### src/rtl/sd_pkg.sv
// Shared definitions for the SD block responder: controller states and sector geometry.
package sd_pkg;

    localparam int SECTOR_BYTES = 512;
    localparam int BYTE_IDX_W   = 9;

    localparam logic [BYTE_IDX_W-1:0] LAST_BYTE = BYTE_IDX_W'(SECTOR_BYTES - 1);

    typedef enum logic [2:0] {
        IDLE,
        DELAY,
        RD_REQ,
        RD_WAIT,
        WR_ADDR,
        WR_REQ,
        WR_WAIT,
        DONE
    } sd_state_t;

endpackage

### src/rtl/sd_block_responder.sv
// Sector-level responder: serves 512-byte SD block reads/writes from an external byte-wide store.
module sd_block_responder
    import sd_pkg::*;
#(
    parameter int LBA_BITS  = 16,
    parameter int CAPACITY  = 65536,
    parameter int ACK_DELAY = 4
) (
    input  logic                    clk,
    input  logic                    reset_n,
    input  logic [31:0]             sd_lba,
    input  logic                    sd_rd,
    input  logic                    sd_wr,
    output logic                    sd_ack,
    output logic [BYTE_IDX_W-1:0]   sd_buff_addr,
    output logic [7:0]              sd_buff_dout,
    input  logic [7:0]              sd_buff_din,
    output logic                    sd_buff_wr,
    output logic [LBA_BITS+8:0]     mem_addr,
    output logic                    mem_rd,
    output logic                    mem_wr,
    output logic [7:0]              mem_wdata,
    input  logic [7:0]              mem_rdata,
    input  logic                    mem_ready,
    output logic                    busy,
    output logic                    err
);

    localparam int                DLY_W    = (ACK_DELAY > 1) ? $clog2(ACK_DELAY) : 1;
    localparam logic [DLY_W-1:0]  DLY_LAST = DLY_W'(ACK_DELAY - 1);

    sd_state_t               state;
    logic [LBA_BITS-1:0]     lba_q;
    logic                    op_rd;
    logic                    oor;
    logic [DLY_W-1:0]        dly_cnt;
    logic [BYTE_IDX_W-1:0]   cnt;
    logic                    lba_oor;

    assign lba_oor = (sd_lba >= 32'(CAPACITY));
    assign busy    = (state != IDLE);

    always_ff @(posedge clk or negedge reset_n) begin
        if (!reset_n) begin
            state        <= IDLE;
            lba_q        <= '0;
            op_rd        <= 1'b0;
            oor          <= 1'b0;
            dly_cnt      <= '0;
            cnt          <= '0;
            sd_ack       <= 1'b0;
            sd_buff_addr <= '0;
            sd_buff_dout <= '0;
            sd_buff_wr   <= 1'b0;
            mem_addr     <= '0;
            mem_rd       <= 1'b0;
            mem_wr       <= 1'b0;
            mem_wdata    <= '0;
            err          <= 1'b0;
        end else begin
            sd_buff_wr <= 1'b0;
            case (state)
                IDLE: begin
                    if (sd_rd || sd_wr) begin
                        lba_q   <= sd_lba[LBA_BITS-1:0];
                        op_rd   <= sd_rd;
                        oor     <= lba_oor;
                        err     <= err | lba_oor;
                        dly_cnt <= '0;
                        state   <= DELAY;
                    end
                end
                DELAY: begin
                    if (dly_cnt == DLY_LAST) begin
                        sd_ack       <= 1'b1;
                        cnt          <= '0;
                        sd_buff_addr <= '0;
                        state        <= op_rd ? RD_REQ : WR_ADDR;
                    end else begin
                        dly_cnt <= dly_cnt + 1'b1;
                    end
                end
                RD_REQ: begin
                    mem_addr <= {lba_q, cnt};
                    mem_rd   <= !oor;
                    state    <= RD_WAIT;
                end
                RD_WAIT: begin
                    // Out-of-range sectors complete on the same schedule, returning zeros.
                    if (oor || mem_ready) begin
                        mem_rd       <= 1'b0;
                        sd_buff_dout <= oor ? 8'h00 : mem_rdata;
                        sd_buff_addr <= cnt;
                        sd_buff_wr   <= 1'b1;
                        if (cnt == LAST_BYTE) begin
                            sd_ack <= 1'b0;
                            state  <= DONE;
                        end else begin
                            cnt   <= cnt + 1'b1;
                            state <= RD_REQ;
                        end
                    end
                end
                WR_ADDR: begin
                    state <= WR_REQ;
                end
                WR_REQ: begin
                    // Buffer data for sd_buff_addr arrives one cycle after the address.
                    mem_wdata <= sd_buff_din;
                    mem_addr  <= {lba_q, cnt};
                    mem_wr    <= !oor;
                    state     <= WR_WAIT;
                end
                WR_WAIT: begin
                    if (oor || mem_ready) begin
                        mem_wr <= 1'b0;
                        if (cnt == LAST_BYTE) begin
                            sd_ack <= 1'b0;
                            state  <= DONE;
                        end else begin
                            cnt          <= cnt + 1'b1;
                            sd_buff_addr <= cnt + 1'b1;
                            state        <= WR_ADDR;
                        end
                    end
                end
                DONE: begin
                    state <= IDLE;
                end
                default: begin
                    state <= IDLE;
                end
            endcase
        end
    end

endmodule

### config.mk
export PLATFORM = sky130hd
export DESIGN_NAME = sd_block_responder
export DESIGN_NICKNAME = d
export VERILOG_FILES = /design/src/rtl/sd_pkg.sv /design/src/rtl/sd_block_responder.sv
export SDC_FILE = /design/constraint.sdc
export NUM_CORES = 1
export LEC_CHECK = 0
export CORE_MARGIN = 3
export CORE_UTILIZATION = 47
export CTS_CLUSTER_SIZE = 12
export DETAILED_ROUTE_END_ITERATION = 8
export PLACE_DENSITY = 0.79
export SYNTH_ARGS = -nofsm -noshare
export SYNTH_HDL_FRONTEND = slang
export SYNTH_SLANG_ARGS = --single-unit
### constraint.sdc
create_clock -name clk -period 2.85 [get_ports clk]
set_input_delay 0.57 -clock clk [delete_from_list [all_inputs] [get_ports clk]]
set_output_delay 0.57 -clock clk [all_outputs]
set_load 0.02 [all_outputs]
=== Yosys cells after proc, flatten, opt, wreduce, memory -nomap -nowiden ===
Cells that the tools add are included.

* Input bits: 53
* Flip-flop bits (word level): 87
* Word-level logic and storage cells: 85

* Muxes and demuxes: 27
* Bitwise gates (word level): 1
* Reduce and logical (&&, ||, !) cells: 21
* $lt $le $gt $ge: 1
* Add/sub/neg operators: 2
* Equality and inequality tests: 18

{| class="wikitable"
|+ Operator list
! cell !! count
|-
| two-way mux 9 bit || 4
|-
| >= comparator 32 x 17 -> 1 bit (second input constant) || 1
|-
| one-hot mux 9 bit (3 select lines) || 1
|-
| one-hot mux 3 bit (8 select lines) || 1
|-
| two-way mux 3 bit || 6
|-
| one-hot mux 9 bit (2 select lines) || 1
|-
| != test 2 bit (second input constant) || 7
|-
| equality test 3 bit (second input constant) || 4
|-
| AND reduction 4 bit || 3
|-
| adder 9 x 1 -> 9 bit (second input constant) || 1
|-
| equality test 9 bit (second input constant) || 1
|-
| two-way mux 8 bit || 1
|-
| AND reduction 2 bit || 4
|-
| nonzero test 2 bit || 4
|-
| equality test 3 x 2 -> 1 bit (second input constant) || 2
|-
| two-way mux 1 bit || 6
|-
| two-way mux 2 bit || 3
|-
| one-hot mux 1 bit (2 select lines) || 3
|-
| nonzero test 3 bit || 2
|-
| AND reduction 5 bit || 1
|-
| != test 2 x 1 -> 1 bit (second input constant) || 2
|-
| one-hot mux 2 bit (2 select lines) || 1
|-
| OR reduction 2 bit || 2
|-
| equality test 3 x 1 -> 1 bit (second input constant) || 1
|-
| 7 further kinds || 8
|}

=== Depth between registers and ports, before layout ===
* Depth after elaboration: 4
* Depth in mapped cells: 10
* Depth with buffers taken out: 10

=== Least setup slack after synthesis ===
Ideal clock, no wire load.

* Kind: reg2reg
* Start point: register cnt[0]
* End point: register cnt[7]
* Clock period less this slack: 2.363 ns
* Data required time: 2.755 ns
* Slack: 0.487 ns
* Library setup time: 0.095 ns
* Arrival time: 2.267 ns
* Stages on the path, launching flop included: 11
* Path through: dfrtp_1 ha_1 and3_1 and3_1 and3_1 ha_1 or3_1 buf_2 nor2_1 o21ai_1 o31ai_1

* Longest elaborated chain between the ends: 4
* Elaborated cells on any way between the ends: 7
* Classes of those cells: 1 x add/sub; 2 x eq/ne; 3 x mux; 1 x reduce/logical

{| class="wikitable"
|+ Ends and longest elaborated chain
! element !! RTL line !! text
|-
| start, declared || sd_block_responder.sv:37 || <nowiki>logic [BYTE_IDX_W-1:0] cnt;</nowiki>
|-
| start signal, assigned || sd_block_responder.sv:99 || <nowiki>cnt <= cnt + 1'b1;</nowiki>
|-
| start signal, assigned || sd_block_responder.sv:121 || <nowiki>cnt <= cnt + 1'b1;</nowiki>
|-
| adder 9 x 1 -> 9 bit || sd_block_responder.sv:99, sd_block_responder.sv:121 ||
|-
| two-way mux 9 bit || sd_block_responder.sv:95, sd_block_responder.sv:117 ||
|-
| two-way mux 9 bit || sd_block_responder.sv:115 || <nowiki>if (oor || mem_ready) begin</nowiki>
|-
| one-hot mux 9 bit (2 select lines) || sd_block_responder.sv:62 || <nowiki>case (state)</nowiki>
|}

Parallel ways exist; a longest one is shown, timed or not. The select of a mux whose other input is x is not followed.
A chain may end at the register's enable or synchronous reset.

=== Worst setup path in the final report ===
* Start point: register cnt[0]
* End point: register cnt[5]

Same word-level chain as after synthesis.

==> results.rst <==
.. list-table::
   :header-rows: 1

   * - Metric
     - Value
   * - Result of the run
     - finished clean
   * - Flip-flop and latch area
     - 2177 sq um
   * - Element type at the critical path end
     - flop
   * - Startpoint of the worst-slack reg-to-reg timing path
     - cnt[0]$_DFFE_PN0P_
   * - Placement Setup Slack
     - 0.2772 ns
   * - Number of unique standard cell types used by synthesis
     - 43
   * - Post-synthesis instance area
     - roughly 3800 sq um
   * - Number of vias in the routed layout
     - 2844
   * - Maximum fanout count along the critical path
     - 11
   * - Number of routed nets with antenna violations
     - 0
   * - Number of buffers added for setup after CTS
     - 0
   * - Required @ worst endpoint
     - about 3.1 ns
   * - Proportion of layout cells with a drive suffix above 1
     - 0.06422
   * - Number of nets in the layout
     - 488
   * - Mean number of vias per cell
     - 5.286
   * - Critical path arrival
     - 2.91 ns
   * - Final Skew
     - 0.006498 ns
   * - Mapped Avg Cell Area
     - ~12 sq um
   * - Sequential element share of the synthesized area
     - 0.5743
   * - Post-layout min period
     - approximately 2.7 ns
   * - TritonCTS clock tree
     - yes
   * - Fraction of synthesis flops using an asynchronous set or reset pin
     - 1.000
   * - Worst-case headroom to the max-slew limit
     - 0.5625
   * - Class of the worst hold path
     - input port to asynchronous set/reset pin
   * - Growth of design area from synthesis to finish
     - 35.51%
   * - Die boundary height
     - 95.81 microns
   * - Total of endpoints with negative setup slack in the final report
     - 0
   * - Maximum capacitance violations
     - 0
   * - Initial DRT Pass Iterations
     - 4
   * - Total nets after synthesis
     - around 380
   * - Count of buffers from port buffering
     - ~110
   * - Overall fraction of global-route tracks in use
     - 0.1910
   * - Worst-Skew Late Latency
     - 0.34 ns
   * - Total congestion overflow
     - 0
   * - Post-route worst setup slack
     - between 0.15 and 0.2 ns
   * - Routability congestion estimate from global placement
     - between 0.8 and 0.9
   * - Number of diodes added for antenna fixing
     - 0
   * - Seq cells post-synth
     - 87
   * - Launching element of the worst setup path
     - cnt[0]$_DFFE_PN0P_
   * - Count of unresolved DRC violations after routing
     - 0
   * - Wire length of the first global-routing pass
     - about 14 mm
   * - Largest net degree at the start of global routing
     - 46
   * - Maximum vdd drop
     - roughly 0.00066 V
   * - Initial core utilization
     - 0.4881
   * - Antenna violations before repair
     - 0
   * - Total number of clock tree sinks
     - 87
   * - Number of gates given a new drive strength after cts
     - 0
   * - CTS HTree Levels
     - 3
   * - Average detailed-routed wire length per instance
     - 15.22 microns
   * - Synth Instances
     - 322
   * - Number of buffers inserted during clock tree synthesis
     - 9
   * - Die Span X
     - 95.81 microns
   * - Slew Limit Fails
     - 0
   * - Area used by multi-input combinational logic
     - 1478 sq um
   * - Share of the core filled with cells in the final layout
     - 0.6614
   * - RSZ-0062 raised after global routing
     - false
   * - Ys flop type
     - dfrtp_1
   * - Post-DP HPWL
     - 6.077 mm
   * - Critical path class
     - flop to flop
   * - Fillers
     - ~630
   * - Number of global-route vias before repair
     - roughly 2900
   * - Ratio of final minimum period to clock period
     - 0.9306
   * - Count of hold-fix buffers inserted at cts
     - 0
   * - Starting DRC count in detailed routing
     - ~170
   * - EDFF count, synth
     - 0
   * - Buffer depth of the longest clock path
     - 2
   * - Crit path launch type
     - flop
   * - Count of warnings emitted by yosys
     - 0
   * - Cell Rows
     - 32
   * - Fin. Hold Viols
     - 0
   * - Clock-pin slew of the registers on the worst-case setup and hold paths
     - ~0.080 ns
   * - Io pins
     - approximately 110
   * - Total negative setup slack
     - 0 ns
   * - Floorplan die area
     - roughly 9200 sq um
   * - Static Leakage
     - 2.246 nW
   * - Power per cell area
     - 996.9 nW/um^2
   * - Core box area
     - 7767 sq um
   * - Achievable clock frequency
     - 377.0 MHz
   * - Measured slew at the worst slew-check pin
     - 0.6538 ns
   * - Post-detailed-routing wire length
     - 8.188 mm
   * - Cell at the root of the clock tree
     - clkbuf_8
state kept, by name, summed over array words and instances (netlist names):
register	cells
mem_addr	25
lba_q	16
cnt	9
sd_buff_addr	9
mem_wdata	8
sd_buff_dout	8
state	3
dly_cnt	2
err	1
mem_rd	1
mem_wr	1
oor	1
op_rd	1
sd_ack	1
sd_buff_wr	1
cell type report:
cell class / count / area share
inverter: 11 / 0.008037
clock buffer: 12 / 0.02825
multi-input combinational: 209 / 0.2876
clock inverter: 3 / 0.003897
timing repair buffer: 114 / 0.2236
tap: 102 / 0.02484
sequential: 87 / 0.4238
power by group:
group / internal, mW / total (mW) / switching, mW
clock network: 0.335 / 0.734 / 0.399
registers: 1.71 / 2.03 / 0.325
logic: 1.15 / 2.35 / 1.20
cell usage in the layout (no fill, tap or decap), types with 3 or more instances in the layout:
master,count
clkbuf_8,10
nor4_1,4
nor2_1,14
dfrtp_1,87
and3_1,4
mux2_1,49
nand2b_1,5
a21oi_1,11
inv_1,9
ha_1,3
o31ai_1,6
o21ai_1,24
nand3_1,11
buf_4,5
clkdlybuf4s50_1,107
nand2_1,32
o21ai_0,9
a22o_1,3
nor3_1,5
path summary, 6_finish.rpt:
kind | slack, ns | to | cells past startpoint
max | 0.20 | cnt[5]$_DFFE_PN0P_ | 9
min | 0.21 | sd_buff_addr[0]$_DFFE_PN0P_ | 1
max reg2reg | 0.20 | cnt[5]$_DFFE_PN0P_ | 9
min reg2reg | 0.47 | sd_buff_dout[4]$_DFFE_PN0P_ | 2
max in group asynchronous | 2.02 | mem_addr[16]$_DFFE_PN0P_ | 2
min in group clk | 0.47 | sd_buff_dout[4]$_DFFE_PN0P_ | 2
kinds of logic after synthesis:
| group | Yosys count | synth area share |
|---|---|---|
| AOI/OAI and AO/OA | 66 | 0.1083 |
| xor gates and xnor gates | 1 | 0.002311 |
| adders and majority gates | 3 | 0.009902 |
| buffers and inverters | 26 | 0.03597 |
| DFF | 87 | 0.5743 |
| muxes | 51 | 0.1515 |
| and+or+nand+nor | 88 | 0.1178 |
worst max-delay path, cell delays in order (launching register included):
cell	delay, ns
dfrtp_1	0.45
ha_1	0.28
and3_1	0.23
and3_1	0.23
and3_1	0.20
ha_1	0.25
or3_1	0.56
a21oi_1	0.21
o21ai_1	0.08
o31ai_1	0.09
metal layers:
layer | global-route usage | part of all wire | routed length [microns] | vias up
li1 | - | - | - | 1365
met1 | 0.2326 | 0.42 | 3412 | 1376
met2 | 0.3196 | 0.50 | 4063 | 91
met3 | 0.07115 | 0.074 | 605 | 12
met4 | 0.05095 | 0.013 | 106 | 0
met5 | 0 | 0 | 0 | -
Yosys cell counts (2+ instances only):
cell / count / area, sq um
a22o_1: 3 / 26.28
ha_1: 3 / 37.54
and3_1: 4 / 25.02
or2_1: 2 / 12.51
nand4_1: 2 / 12.51
inv_1: 9 / 33.78
nor2_1: 14 / 52.55
o21ai_0: 9 / 45.04
a31oi_1: 2 / 12.51
mux2_2: 2 / 22.52
o31ai_1: 6 / 45.04
nor4_1: 4 / 25.02
clkbuf_1: 4 / 15.01
mux2_1: 49 / 551.8
nor3_1: 5 / 25.02
nand2_1: 32 / 120.1
a221oi_1: 2 / 17.52
o21ai_1: 24 / 120.1
nand2b_1: 5 / 31.28
buf_2: 7 / 35.03
nand3_1: 11 / 55.05
a22oi_1: 2 / 15.01
a21oi_1: 11 / 55.05
and4_1: 2 / 17.52
buf_6: 4 / 45.04
dfrtp_1: 87 / 2177
through the flow:
| step | hold WS, ns | cells | power [mW] | cell area, sq um |
|---|---|---|---|---|
| global route | 0.2318 | 538 | 5.487 | 5137 |
| floorplan | 0.2744 | 322 | 3.473 | 3791 |
| finish | 0.2066 | 538 | 5.122 | 5137 |
| CTS | 0.2170 | 538 | 5.188 | 5137 |
| global placement | 0.4520 | 523 | 4.359 | 4972 |
| detailed placement | 0.4588 | 523 | 4.433 | 4972 |
(Power assumes the default switching activity.)
